[src/rtl/bsas5b_pkg.sv]
// Shared definitions for the BSAS5B arbiter: operand width, default
// timeout and FSM state encodings.
package bsas5b_pkg;

  localparam int W               = 5;
  localparam int TIMEOUT_DEFAULT = 31;

  // state  | meaning
  // IDLE   | waiting for a request; grant and latch operands
  // LOAD   | operands on bsas_x/bsas_y, N low
  // START  | N high, waiting for done (or timeout)
  // DRAIN  | N low, waiting for done to fall (or timeout)
  // RESP   | one-cycle ack to the granted requester
  localparam logic [2:0] S_IDLE  = 3'd0;
  localparam logic [2:0] S_LOAD  = 3'd1;
  localparam logic [2:0] S_START = 3'd2;
  localparam logic [2:0] S_DRAIN = 3'd3;
  localparam logic [2:0] S_RESP  = 3'd4;

endpackage

[src/rtl/bsas5b_rr_arb2.sv]
// Two-way round-robin grant.
//   clk_i, reset_i : clock, synchronous active-high reset
//   req_i[1:0]     : requests
//   update_i       : strobe, records the current grant as "last served"
//   gnt_o[1:0]     : one-hot grant (combinational)
module bsas5b_rr_arb2 (
  input  logic       clk_i,
  input  logic       reset_i,
  input  logic [1:0] req_i,
  input  logic       update_i,
  output logic [1:0] gnt_o
);

  // 1 when requester 1 was served last; reset value makes requester 0 win
  // the first contention.
  logic last1_q;

  always_comb begin
    gnt_o = req_i;
    if (&req_i) gnt_o = last1_q ? 2'b01 : 2'b10;
  end

  always_ff @(posedge clk_i) begin
    if (reset_i) begin
      last1_q <= 1'b1;
    end else if (update_i && |gnt_o) begin
      last1_q <= gnt_o[1];
    end
  end

endmodule

[src/rtl/bsas5b_arbiter.sv]
// Arbiter sharing one BSAS5B adder/subtractor between two requesters.
//   clk_i, reset_i        : clock, synchronous active-high reset
//   reqN_i, subN_i        : request and operation select (1 = X-Y)
//   xN_i, yN_i            : operands, stable while request is high
//   ackN_o                : one-cycle completion pulse
//   result_o, result_err_o: shared result, timeout flag (valid with ack)
//   busy_o                : not IDLE
//   n_o, nadd_o           : adder start and subtract select
//   bsas_x_o, bsas_y_o    : adder operands
//   done_i, xout_i        : adder completion and result
module bsas5b_arbiter
  import bsas5b_pkg::*;
#(
  parameter int TIMEOUT_CYCLES = TIMEOUT_DEFAULT
) (
  input  logic         clk_i,
  input  logic         reset_i,
  input  logic         req0_i,
  input  logic         req1_i,
  input  logic         sub0_i,
  input  logic         sub1_i,
  input  logic [W-1:0] x0_i,
  input  logic [W-1:0] y0_i,
  input  logic [W-1:0] x1_i,
  input  logic [W-1:0] y1_i,
  output logic         ack0_o,
  output logic         ack1_o,
  output logic [W-1:0] result_o,
  output logic         result_err_o,
  output logic         busy_o,
  output logic         n_o,
  output logic         nadd_o,
  output logic [W-1:0] bsas_x_o,
  output logic [W-1:0] bsas_y_o,
  input  logic         done_i,
  input  logic [W-1:0] xout_i
);

  localparam int CW = $clog2(TIMEOUT_CYCLES + 1);

  logic [2:0]    state_q;
  logic [1:0]    gnt_q;
  logic [1:0]    gnt;
  logic          sub_q;
  logic [W-1:0]  x_q, y_q, res_q;
  logic [CW-1:0] cnt_q;
  logic          ack0_q, ack1_q, err_q, busy_q, n_q, nadd_q;
  logic          grant_en;
  logic          timeout;

  assign grant_en = (state_q == S_IDLE) && (req0_i || req1_i);
  // Counter holds cycles already spent; this is the last allowed cycle.
  assign timeout  = (cnt_q == CW'(TIMEOUT_CYCLES - 1));

  bsas5b_rr_arb2 u_rr (
    .clk_i    (clk_i),
    .reset_i  (reset_i),
    .req_i    ({req1_i, req0_i}),
    .update_i (grant_en),
    .gnt_o    (gnt)
  );

  always_ff @(posedge clk_i) begin
    if (reset_i) begin
      state_q <= S_IDLE;
      gnt_q   <= 2'b00;
      sub_q   <= 1'b0;
      x_q     <= '0;
      y_q     <= '0;
      res_q   <= '0;
      cnt_q   <= '0;
      ack0_q  <= 1'b0;
      ack1_q  <= 1'b0;
      err_q   <= 1'b0;
      busy_q  <= 1'b0;
      n_q     <= 1'b0;
      nadd_q  <= 1'b0;
    end else begin
      ack0_q <= 1'b0;
      ack1_q <= 1'b0;
      case (state_q)
        S_IDLE: begin
          if (grant_en) begin
            // Operand registers double as the bsas_x/bsas_y drivers, so
            // they are already valid in LOAD.
            gnt_q   <= gnt;
            sub_q   <= gnt[1] ? sub1_i : sub0_i;
            x_q     <= gnt[1] ? x1_i : x0_i;
            y_q     <= gnt[1] ? y1_i : y0_i;
            busy_q  <= 1'b1;
            state_q <= S_LOAD;
          end
        end
        S_LOAD: begin
          n_q     <= 1'b1;
          nadd_q  <= sub_q;
          cnt_q   <= '0;
          state_q <= S_START;
        end
        S_START: begin
          if (done_i) begin
            res_q   <= xout_i;
            n_q     <= 1'b0;
            nadd_q  <= 1'b0;
            cnt_q   <= '0;
            state_q <= S_DRAIN;
          end else if (timeout) begin
            res_q   <= '0;
            err_q   <= 1'b1;
            n_q     <= 1'b0;
            nadd_q  <= 1'b0;
            ack0_q  <= gnt_q[0];
            ack1_q  <= gnt_q[1];
            state_q <= S_RESP;
          end else begin
            cnt_q <= cnt_q + CW'(1);
          end
        end
        S_DRAIN: begin
          if (!done_i) begin
            err_q   <= 1'b0;
            ack0_q  <= gnt_q[0];
            ack1_q  <= gnt_q[1];
            state_q <= S_RESP;
          end else if (timeout) begin
            res_q   <= '0;
            err_q   <= 1'b1;
            ack0_q  <= gnt_q[0];
            ack1_q  <= gnt_q[1];
            state_q <= S_RESP;
          end else begin
            cnt_q <= cnt_q + CW'(1);
          end
        end
        S_RESP: begin
          busy_q  <= 1'b0;
          state_q <= S_IDLE;
        end
        default: begin
          busy_q  <= 1'b0;
          n_q     <= 1'b0;
          nadd_q  <= 1'b0;
          state_q <= S_IDLE;
        end
      endcase
    end
  end

  assign ack0_o       = ack0_q;
  assign ack1_o       = ack1_q;
  assign result_o     = res_q;
  assign result_err_o = err_q;
  assign busy_o       = busy_q;
  assign n_o          = n_q;
  assign nadd_o       = nadd_q;
  assign bsas_x_o     = x_q;
  assign bsas_y_o     = y_q;

endmodule

[config.mk]
export PLATFORM = sky130hd
export DESIGN_NAME = bsas5b_arbiter
export DESIGN_NICKNAME = d
export VERILOG_FILES = /design/src/rtl/bsas5b_pkg.sv /design/src/rtl/bsas5b_rr_arb2.sv /design/src/rtl/bsas5b_arbiter.sv
export SDC_FILE = /design/constraint.sdc
export NUM_CORES = 1
export LEC_CHECK = 0
export CAP_MARGIN = 10
export CORE_ASPECT_RATIO = 0.7
export CORE_MARGIN = 5
export CORE_UTILIZATION = 45
export DETAILED_ROUTE_END_ITERATION = 8
export HOLD_SLACK_MARGIN = 0.08
export PLACE_DENSITY_LB_ADDON = 0.25
export SLEW_MARGIN = 20
export SYNTH_ARGS = -nofsm -noshare
export SYNTH_HDL_FRONTEND = slang
export SYNTH_HIERARCHICAL = 1
export SYNTH_SLANG_ARGS = --single-unit
[constraint.sdc]
create_clock -name clk_i -period 1.8 [get_ports clk_i]
set_input_delay 0.45 -clock clk_i [delete_from_list [all_inputs] [get_ports clk_i]]
set_output_delay 0.45 -clock clk_i [all_outputs]
set_load 0.01 [all_outputs]
# ---- Word level (Yosys, flattened, before mapping)
# Cells that the tools add are included.
dict set report totals {
  wordCells 78
  out_inout_bits 21
  regBits 33
  input_bits 32
}
dict set report classes {
  n_reduce_logical 16
  n_mux 36
  bitwise 2
  n_eq_ne 9
  add_sub_neg 1
}
# operator count
set op_table {}
lappend op_table {{$mux W5} 8}
lappend op_table {{$pmux W5 S3} 1}
lappend op_table {{$reduce_and A2 Y1} 7}
lappend op_table {{$mux W1} 13}
lappend op_table {{$mux W3} 4}
lappend op_table {{$pmux W3 S4} 1}
lappend op_table {{$pmux W5 S2} 1}
lappend op_table {{$pmux W1 S2} 4}
lappend op_table {{$eq A3 B2 Y1 const B} 2}
lappend op_table {{$pmux W1 S3} 2}
lappend op_table {{$reduce_or A3 Y1} 2}
lappend op_table {{$add A5 B1 Y5 const B} 1}
lappend op_table {{$eq A5 B5 Y1 const B} 1}
lappend op_table {{$mux W2} 2}
lappend op_table {{$ne A2 B2 Y1 const B} 2}
lappend op_table {{$eq A3 B1 Y1 const B} 1}
lappend op_table {{$eq A3 B3 Y1 const B} 1}
lappend op_table {{$logic_not A3 Y1} 1}
lappend op_table {{$ne A3 B3 Y1 const B} 1}
lappend op_table {{$reduce_bool A3 Y1} 1}
lappend op_table {{$logic_and A1 B1 Y1} 2}
lappend op_table {{$ne A2 B1 Y1 const B} 1}
lappend op_table {{$not A1 Y1} 2}
lappend op_table {{$reduce_bool A2 Y1} 1}
lappend op_table {{2 further kinds} 2}

# ---- Depth between registers and ports, before layout
# Gate-level depths: netlist (run 1).
dict set report depth {
  word_depth 4
  ltp_mapped 7
  mapped_depth_nobuf 6
}

# ---- Cells and area by module
# Netlist (run 1), hierarchy kept.
# mod seq_area_each_um2 cells_each area_each_um2 n_inst
set modules_own_cells {}
lappend modules_own_cells {bsas5b_arbiter 640.6 154 1500.2 1}
lappend modules_own_cells {bsas5b_rr_arb2 20.0 7 61.3 1}

# ---- Worst setup path before layout (run 1)
# OpenSTA, ideal clock, no wires.
dict set report synth_path {
  path_kind {in2reg}
  from {in req1_i}
  to {reg x_q[0] (netlist: bsas_x_o[0])}
  path_buffers 1
  slack_ns 0.239
  stages 4
  required_time_ns 1.661
  arrival_time_ns 1.422
  setup_time_ns 0.139
  cell_sequence {a21boi_0 buf_2 mux2i_1 a211oi_2}
}
dict set report synth_via {
  elab_chain_cells 3
  elab_cells_between_ends 6
  classes_between {mux: 2; reduce/logical: 4}
}
# item line
set synth_rtl {}
lappend synth_rtl {{start, declared} bsas5b_arbiter.sv:19} ;# input logic req1_i,
lappend synth_rtl {{$reduce_and A2 Y1 or $logic_or A1 B1 Y1 (tied branches)} {bsas5b_rr_arb2.sv:20, bsas5b_arbiter.sv:51}}
lappend synth_rtl {{$mux W2 or $logic_and A1 B1 Y1 (tied branches)} {bsas5b_rr_arb2.sv:20, bsas5b_arbiter.sv:51}}
lappend synth_rtl {{$mux W5 or $reduce_and A2 Y1 (tied branches)} n/a}
lappend synth_rtl {{end signal, assigned} bsas5b_arbiter.sv:88} ;# x_q <= gnt[1] ? x1_i : x0_i;
lappend synth_rtl {{end, declared} bsas5b_arbiter.sv:45} ;# logic [W-1:0] x_q, y_q, res_q;
# Several ways; a longest one is shown, not always the timed one.
# A chain may end at the register's enable or synchronous reset.

# ---- Final worst setup path (run 1)
dict set report layout_path {
  from {reg cnt_q[0]}
  to {reg ack0_q (netlist: ack0_o)}
}
dict set report layout_via {
  elab_chain_cells 4
  elab_cells_between_ends 5
  classes_between {eq/ne: 1; mux: 4}
}
# item line
set layout_rtl {}
lappend layout_rtl {{start, declared} bsas5b_arbiter.sv:46} ;# logic [CW-1:0] cnt_q;
lappend layout_rtl {{start signal, assigned} bsas5b_arbiter.sv:116} ;# cnt_q <= cnt_q + CW'(1);
lappend layout_rtl {{start signal, assigned} bsas5b_arbiter.sv:132} ;# cnt_q <= cnt_q + CW'(1);
lappend layout_rtl {{$eq A5 B5 Y1 *} bsas5b_arbiter.sv:53} ;# assign timeout = (cnt_q == CW'(TIMEOUT_CYCLES - 1));
lappend layout_rtl {{$mux W1 *} {bsas5b_arbiter.sv:107, bsas5b_arbiter.sv:125}}
lappend layout_rtl {{$mux W1 (on tied branches)} {bsas5b_arbiter.sv:120, bsas5b_arbiter.sv:101}}
lappend layout_rtl {{$pmux W1 S2 *} bsas5b_arbiter.sv:81} ;# case (state_q)
lappend layout_rtl {{end signal, assigned} bsas5b_arbiter.sv:112} ;# ack0_q <= gnt_q[0];
lappend layout_rtl {{end signal, assigned} bsas5b_arbiter.sv:122} ;# ack0_q <= gnt_q[0];
lappend layout_rtl {{end signal, assigned} bsas5b_arbiter.sv:128} ;# ack0_q <= gnt_q[0];
lappend layout_rtl {{end, declared} bsas5b_arbiter.sv:47} ;# logic ack0_q, ack1_q, err_q, busy_q, n_q, nadd_q;
# Every way passes the cells marked *; elsewhere a longest branch is shown, timed or not.

==> summary.md, run 1 <==
| Metric | Value |
|---|---|
| Leak | `roughly 0.86 nW` |
| Fin crit share | `0.913` |
| Area grow syn2layout | `44.8%` |
| DP HPWL | `around 2.8 mm` |
| CP arrival | `1.87 ns` |
| Pin count of the biggest net entering global routing | `28` |
| DRC | `0` |
| Antenna diodes | `0` |
| Largest area contributor in the netlist | `dfxtp_1` |
| Worst slew pin tran | `around 0.45 ns` |
| Relative slew slack | `0.702` |
| Area of the multi-input gates | `a little over 800 um^2` |
| Critical path's largest stage delay | `roughly 0.37 ns` |
| Routed wire length per instance | `~14 um` |
| Die width | `between 80 and 90 um` |
| # hold bufs at CTS | `0` |
| Flop-to-flop setup slack | `between 0.15 and 0.2 ns` |
| Sum of buffers and inverters on the critical path | `1` |
| CTS-repair resized insts | `0` |
| Post-synth EDFFs | `0` |
| Asr flop ratio synth | `0` |
| Synth Register Bits | `33` |
| Mapped Avg Cell Area | `around 9.7 um^2` |
| Vias per cell | `roughly 5.3` |
| Hold path cells | `1` |
| Root Driver | `clkbuf_8` |
| Clock Latency Late Sink | `0.28 ns` |
| Drt pass-1 iters | `4` |
| Seq/Total Area, Yosys | `0.423` |
| Crit path kind | `register to register` |
| Antenna Nets Post-Route | `0` |
| Final std cells w/o fill | `between 200 and 300` |
| # Post-CTS Setup Buffers | `0` |
| Mapped Area | `around 1600 um^2` |
| Core ar. | `around 3200 um^2` |
| PortBufs | `52` |
| Final wirelength | `between 3 and 4 mm` |
| Fmax | `approximately 610 MHz` |
| DIE AREA | `around 4800 um^2` |
| Clock transition at the registers of the reported paths | `roughly 0.070 ns` |
| Grt ovf | `0` |
| Worst endpoint required time | `roughly 2 ns` |
| Die height | `~60 um` |
| Max Transition Viols Final | `0` |
| Initial DRC count | `90` |
| R2R cell count | `6` |
| Antenna violations before repair | `0` |
| Routability cong. | `0.828` |
| Prevailing post-synth register cell | `dfxtp_1` |
| Hold_sp | `gnt_q[1]$_SDFFE_PP0P_` |
| WHS Endpoint | `ack1_o$_SDFF_PP0_` |
| Starting density of the core | `0.483` |
| TritonCTS clock tree | `yes` |
| Global Route Usage Sum | `0.168` |
| Distinct cells, synth | `about 40` |
| Status | `completed` |
| Synth top area share | `0.423` |
| Hold/Removal Path Class | `register to register` |
| Nature of the critical path endpoint | `register` |
| Final Hold Viols | `0` |
| Area contributors post-synth | `dfxtp_1 (42%), mux2i_1 (8.3%), a211oi_2 (5.6%)` |
| Setup violators final | `0` |
| Longest Clk Path Bufs | `2` |
| Clock tree sinks | `33` |
| Vias | `~1.4k` |
| Global-route wire length before repair | `6.24 mm` |
| # rows | `17` |
| Max-cap violation count | `0` |
| CTS H-tree depth | `2` |
| Peak VDD IR | `roughly 0.00057 V` |
| Pwr/cell area | `970 nW/um^2` |
| Layout cells sized above 1 | `0.145` |
| CP Max Fanout | `6` |
| Min cycle time layout | `1.64 ns` |
| Io pins | `53` |
| Crit path max-delay family | `simple AND/OR/NAND/NOR gates` |
| CP max stage cell | `and4_1` |
| Mapped Nets | `around 200` |
| Final Net Count | `between 200 and 300` |
| CTS Buf Count | `5` |
| Worst R2R End | `ack0_o$_SDFF_PP0_` |
| Yosys Warn Count | `6` |
| Gate Count Post-Synth | `roughly 160` |
| Max Clock Skew | `~0.0080 ns` |
| Register area | `about 660 um^2` |
| RSZ-0062 raised after global routing | `no` |
| Pwr Total | `approximately 2.2 mW` |
| Worst r2r src | `cnt_q[0]$_SDFFE_PP0P_` |
| Startpoint types | `register` |
| Vias in the first global route | `~1.4k` |
| Worst-path cell chain | `inv_1 > ha_1 > and4_1 > a21oi_1 > nor3_1 > and2_1` |
| Filler Cell Count | `approximately 270` |
| Placed insts | `259` |
[area by class of cell]
type / count / area share
inverter: 4 / 0.00664
timing repair buffer: 62 / 0.269
clock inverter: 1 / 0.00221
clock buffer: 7 / 0.0426
tap: 47 / 0.0260
multi-input combinational: 113 / 0.361
sequential: 33 / 0.292
[sequential cells by signal (all words and copies together), names as in the netlist]
register / flops
cnt_q: 5
bsas_x_o: 5
u_rr/last1_q: 1
busy_o: 1
result_err_o: 1
n_o: 1
result_o: 5
state_q: 3
bsas_y_o: 5
gnt_q: 2
ack1_o: 1
sub_q: 1
nadd_o: 1
ack0_o: 1
[logic make-up (layout without fill, tap and decap cells)]
logic type               after synthesis  in the layout  synth area share
buffers and inverters                 15             74            0.0537
adder cells (fa/ha/maj)                2              2            0.0160
AND/OR/NAND/NOR                       50             50             0.171
AO/OA/AOI/OAI                         46             46             0.240
XOR/XNOR                               1              1           0.00561
multiplexers                          14             14            0.0905
flip-flops                            33             33             0.423
[power by group]
part / switching [mW] / total, mW / leakage [nW] / internal (mW)
Combinational: 0.312 / 0.687 / 0.538 / 0.375
Clock: 0.268 / 0.614 / 0.0542 / 0.346
Sequential: 0.0726 / 0.893 / 0.271 / 0.821
[Yosys cell counts, types with 3 or more instances]
cell	n
inv_1	4
a21oi_1	10
o21ai_0	5
a211oi_2	7
dfxtp_1	33
mux2i_1	13
nor2_1	21
buf_2	4
nand2b_1	3
nand2_1	3
nor3_1	7
nor2b_1	4
a211oi_1	6
a22o_1	5
[worst max-delay path by stage]
stage	start	depth (start not counted)	slack (ns)	end
detailed placement	done_i	5	-0.10	cnt_q[0]$_SDFFE_PP0P_
global placement	done_i	7	-0.04	cnt_q[3]$_SDFFE_PP0P_
floorplan	req1_i	4	0.24	bsas_x_o[0]$_SDFFE_PP0P_
finish	cnt_q[0]$_SDFFE_PP0P_	6	0.16	ack0_o$_SDFF_PP0_
CTS	cnt_q[0]$_SDFFE_PP0P_	6	0.14	ack0_o$_SDFF_PP0_
global route	cnt_q[0]$_SDFFE_PP0P_	6	0.02	ack0_o$_SDFF_PP0_
[per-stage QoR]
| step | TNS [ns] | instance area [um^2] | util | setup WS, ns | hold slack (ns) |
|---|---|---|---|---|---|
| finish | 0 | 2260 | 0.699 | 0.157 | 0.461 |
| global route | 0 | 2260 | 0.699 | 0.0163 | 0.485 |
| CTS | 0 | 2260 | 0.699 | 0.136 | 0.466 |
| detailed placement | -1.29 | 2160 | 0.668 | -0.102 | 0.440 |
| global placement | -0.246 | 2160 | 0.668 | -0.0371 | 0.432 |
| floorplan | 0 | 1560 | - | 0.239 | 0.429 |
[worst reg2reg max path: cells and delay by family, from the launching register on]
| family | cells | cell delay, ns |
|---|---|---|
| simple gates | 3 | 0.81 |
| flops | 1 | 0.33 |
| fa+ha+maj | 1 | 0.22 |
| buf+inv | 1 | 0.12 |
| compound gates | 1 | 0.10 |
[metal layers]
layer	track usage	wire (um)
met2	0.298	1880
met5	0	0
met4	0.0602	38
met1	0.194	1600
met3	0.0502	289
[placed cells by master (no fill, tap or decap), types with 5 or more instances in the layout]
master           instances
o21ai_0                  5
clkdlybuf4s50_1         52
clkbuf_8                 7
a211oi_1                 6
nor3_1                   7
a21oi_1                 10
mux2i_1                 13
buf_4                    9
a211oi_2                 7
a22o_1                   5
dfxtp_1                 33
nor2_1                  21
Power figures use the tool's default switching activity.
==> run 2: changes to the inputs <==
- CORE_UTILIZATION: 45 -> 40
- SKIP_CTS_REPAIR_TIMING: unset -> 1
- clock period: 1.8 -> 1.95 ns (I/O delays scaled with it)
==> summary.md, run 2 (synthesis gave the netlist of run 1 again) <==
| Metric | Value |
|---|---|
| Status | `completed` |
| Worst-path cell chain | `clkdlybuf4s50_1` |
| End-of-flow core utilization | `0.587 (-0.113)` |
| Worst slew pin tran | `0.433 ns (-0.0138 ns)` |
| Longest Clk Path Bufs | `2 (unchanged)` |
| TNS Setup | `0 ns (unchanged)` |
| R2R cell count | `6 (unchanged)` |
| Clock tree sinks | `33 (unchanged)` |
| Grt ovf | `0 (unchanged)` |
| Clock transition at the registers of the reported paths | `0.07 ns (about the same)` |
| Die height | `62.3 um (+5.0%)` |
| Commonest non-fill, non-tap cell in the layout | `clkdlybuf4s50_1` |
| Max Transition Viols Final | `0 (unchanged)` |
| Area of the multi-input gates | `817 um^2 (unchanged)` |
| Hold/Removal Path Class | `register to register` |
| Fmax | `604 MHz` |
| Fin area | `2260 um^2 (about the same)` |
| Sum of buffers and inverters on the critical path | `1 (unchanged)` |
| Initial DRC count | `47 (-48%)` |
| Setup violators final | `0 (unchanged)` |
| DP HPWL | `2.82 mm (+0.15%)` |
| Leak | `0.857 nW (-0.59%)` |
| Io pins | `53 (unchanged)` |
| Die width | `84.7 um (+5.3%)` |
| Crit path max-delay family | `buffers and inverters` |
| Worst endpoint required time | `1.46 ns (-0.57 ns)` |
| DRC | `0 (unchanged)` |
| Setup slack after layout | `0.294 ns (+0.137 ns)` |
| Startpoint types | `register` |
| Antenna Nets Post-Route | `0 (unchanged)` |
| Min cycle time layout | `~1.7 ns` |
| Placement-stage cell area | `2160 um^2 (about the same)` |
| Root Driver | `clkbuf_8` |
| M1 WL | `1.68 mm (+4.7%)` |
| Hold path cells | `1 (unchanged)` |
| Crit path kind | `register to primary output` |
| CP Max Fanout | `2 (-4)` |
| Clock Latency Late Sink | `0.28 ns (about the same)` |
| CTS Buf Count | `5 (unchanged)` |
| Global-route wire length before repair | `6.55 mm (+5.0%)` |
| Metal3 WL | `171 um (-41%)` |
| Vias per cell | `5.09 (-4.7%)` |
| Register area | `661 um^2 (unchanged)` |
| Pin count of the biggest net entering global routing | `28 (unchanged)` |
| Peak VDD IR | `0.000505 V (-12%)` |
| Pwr Total | `2.01 mW (-8.6%)` |
| DR WL met2 | `1.92 mm (+2.2%)` |
| # rows | `19 (+2)` |
| Final Hold Viols | `0 (unchanged)` |
| Fin crit share | `0.849` |
| Pwr/cell area | `887 nW/um^2 (-8.6%)` |
| Final wirelength | `3.79 mm (-0.47%)` |
| Flop-to-flop setup slack | `0.32 ns (+0.16 ns)` |
| Drt pass-1 iters | `4 (unchanged)` |
| Antenna violations before repair | `0 (unchanged)` |
| CP max stage cell | `clkdlybuf4s50_1` |
| Routed wire length per instance | `14.0 um (-1.9%)` |
| Filler Cell Count | `350 (+32%)` |
| Nature of the critical path endpoint | `primary output` |
| WHS Endpoint | `ack1_o$_SDFF_PP0_` |
| Routability cong. | `0.763 (-7.9%)` |
| Global Route Usage Sum | `0.152 (-0.0165)` |
| Uppermost layer routed | `met4` |
| Area grow syn2layout | `44.7% (about the same)` |
| Relative slew slack | `0.711 (+0.00918)` |
| Worst r2r src | `cnt_q[0]$_SDFFE_PP0P_` |
| Critical path's largest stage delay | `0.54 ns (+0.17 ns)` |
| Layout cells sized above 1 | `0.142 (-0.00390)` |
| Final Net Count | `252 (-0.40%)` |
| RSZ-0062 raised after global routing | `no` |
| Pre-CTS WS | `0.00737 ns (+0.109 ns)` |
| Max-cap violation count | `0 (unchanged)` |
| Worst R2R End | `result_o[4]$_SDFFE_PP0P_` |
| Hold_sp | `gnt_q[1]$_SDFFE_PP0P_` |
| Core ar. | `3850 um^2 (+19%)` |
| Max Clock Skew | `0.00515 ns (-0.00289 ns)` |
| Vias | `1,379 (-3.2%)` |
| PortBufs | `52 (unchanged)` |
| Starting density of the core | `0.405 (-0.0775)` |
| Most frequent cells in the layout | `clkdlybuf4s50_1 (52), dfxtp_1 (33), nor2_1 (21), mux2i_1 (13), a21oi_1 (10)` |
| CP arrival | `1.17 ns (-0.70 ns)` |
| TritonCTS clock tree | `yes` |
| CTS H-tree depth | `2 (unchanged)` |
| Vias in the first global route | `1,385 (-1.5%)` |
| DIE AREA | `5270 um^2 (+11%)` |
| Antenna diodes | `0 (unchanged)` |
-- run 2: worst max path at each step --
stage                                        start                  endpoint  slack (ns)  cells after the start
after floorplan                             req1_i  bsas_x_o[0]$_SDFFE_PP0P_        0.35                      4
after global placement                      done_i     cnt_q[2]$_SDFFE_PP0P_        0.06                      7
after detailed placement                    req1_i  bsas_x_o[3]$_SDFFE_PP0P_       0.007                      5
after CTS                 result_o[4]$_SDFFE_PP0P_               result_o[4]        0.29                      1
after global routing         cnt_q[0]$_SDFFE_PP0P_  result_o[0]$_SDFFE_PP0P_        0.16                      6
final                     result_o[4]$_SDFFE_PP0P_               result_o[4]        0.29                      1
-- run 2: final cells by class --
| class | count | area share |
|---|---|---|
| Sequential cell | 33 | 0.292 |
| Tap cell | 52 | 0.0288 |
| Inverter | 4 | 0.00664 |
| Multi-Input combinational cell | 113 | 0.362 |
| Clock buffer | 7 | 0.0426 |
| Timing Repair Buffer | 61 | 0.266 |
| Clock inverter | 1 | 0.00221 |
-- run 2: per-stage QoR --
step / hold slack, ns / std cells
global placement: 0.434 / 263
detailed placement: 0.451 / 263
global route: 0.480 / 271
CTS: 0.466 / 271
finish: 0.456 / 271
floorplan: 0.429 / 161
-- run 2: layer usage --
metal,vias up,global-route usage
met5,-,0
met4,0,0.0415
met3,2,0.0555
met2,30,0.251
met1,641,0.186
li1,706,-
-- run 2: report_power, final --
group	internal, mW	switching [mW]	leakage (nW)
registers	0.758	0.0692	0.271
clock network	0.319	0.240	0.0542
logic	0.341	0.279	0.532
total	1.42	0.588	0.857
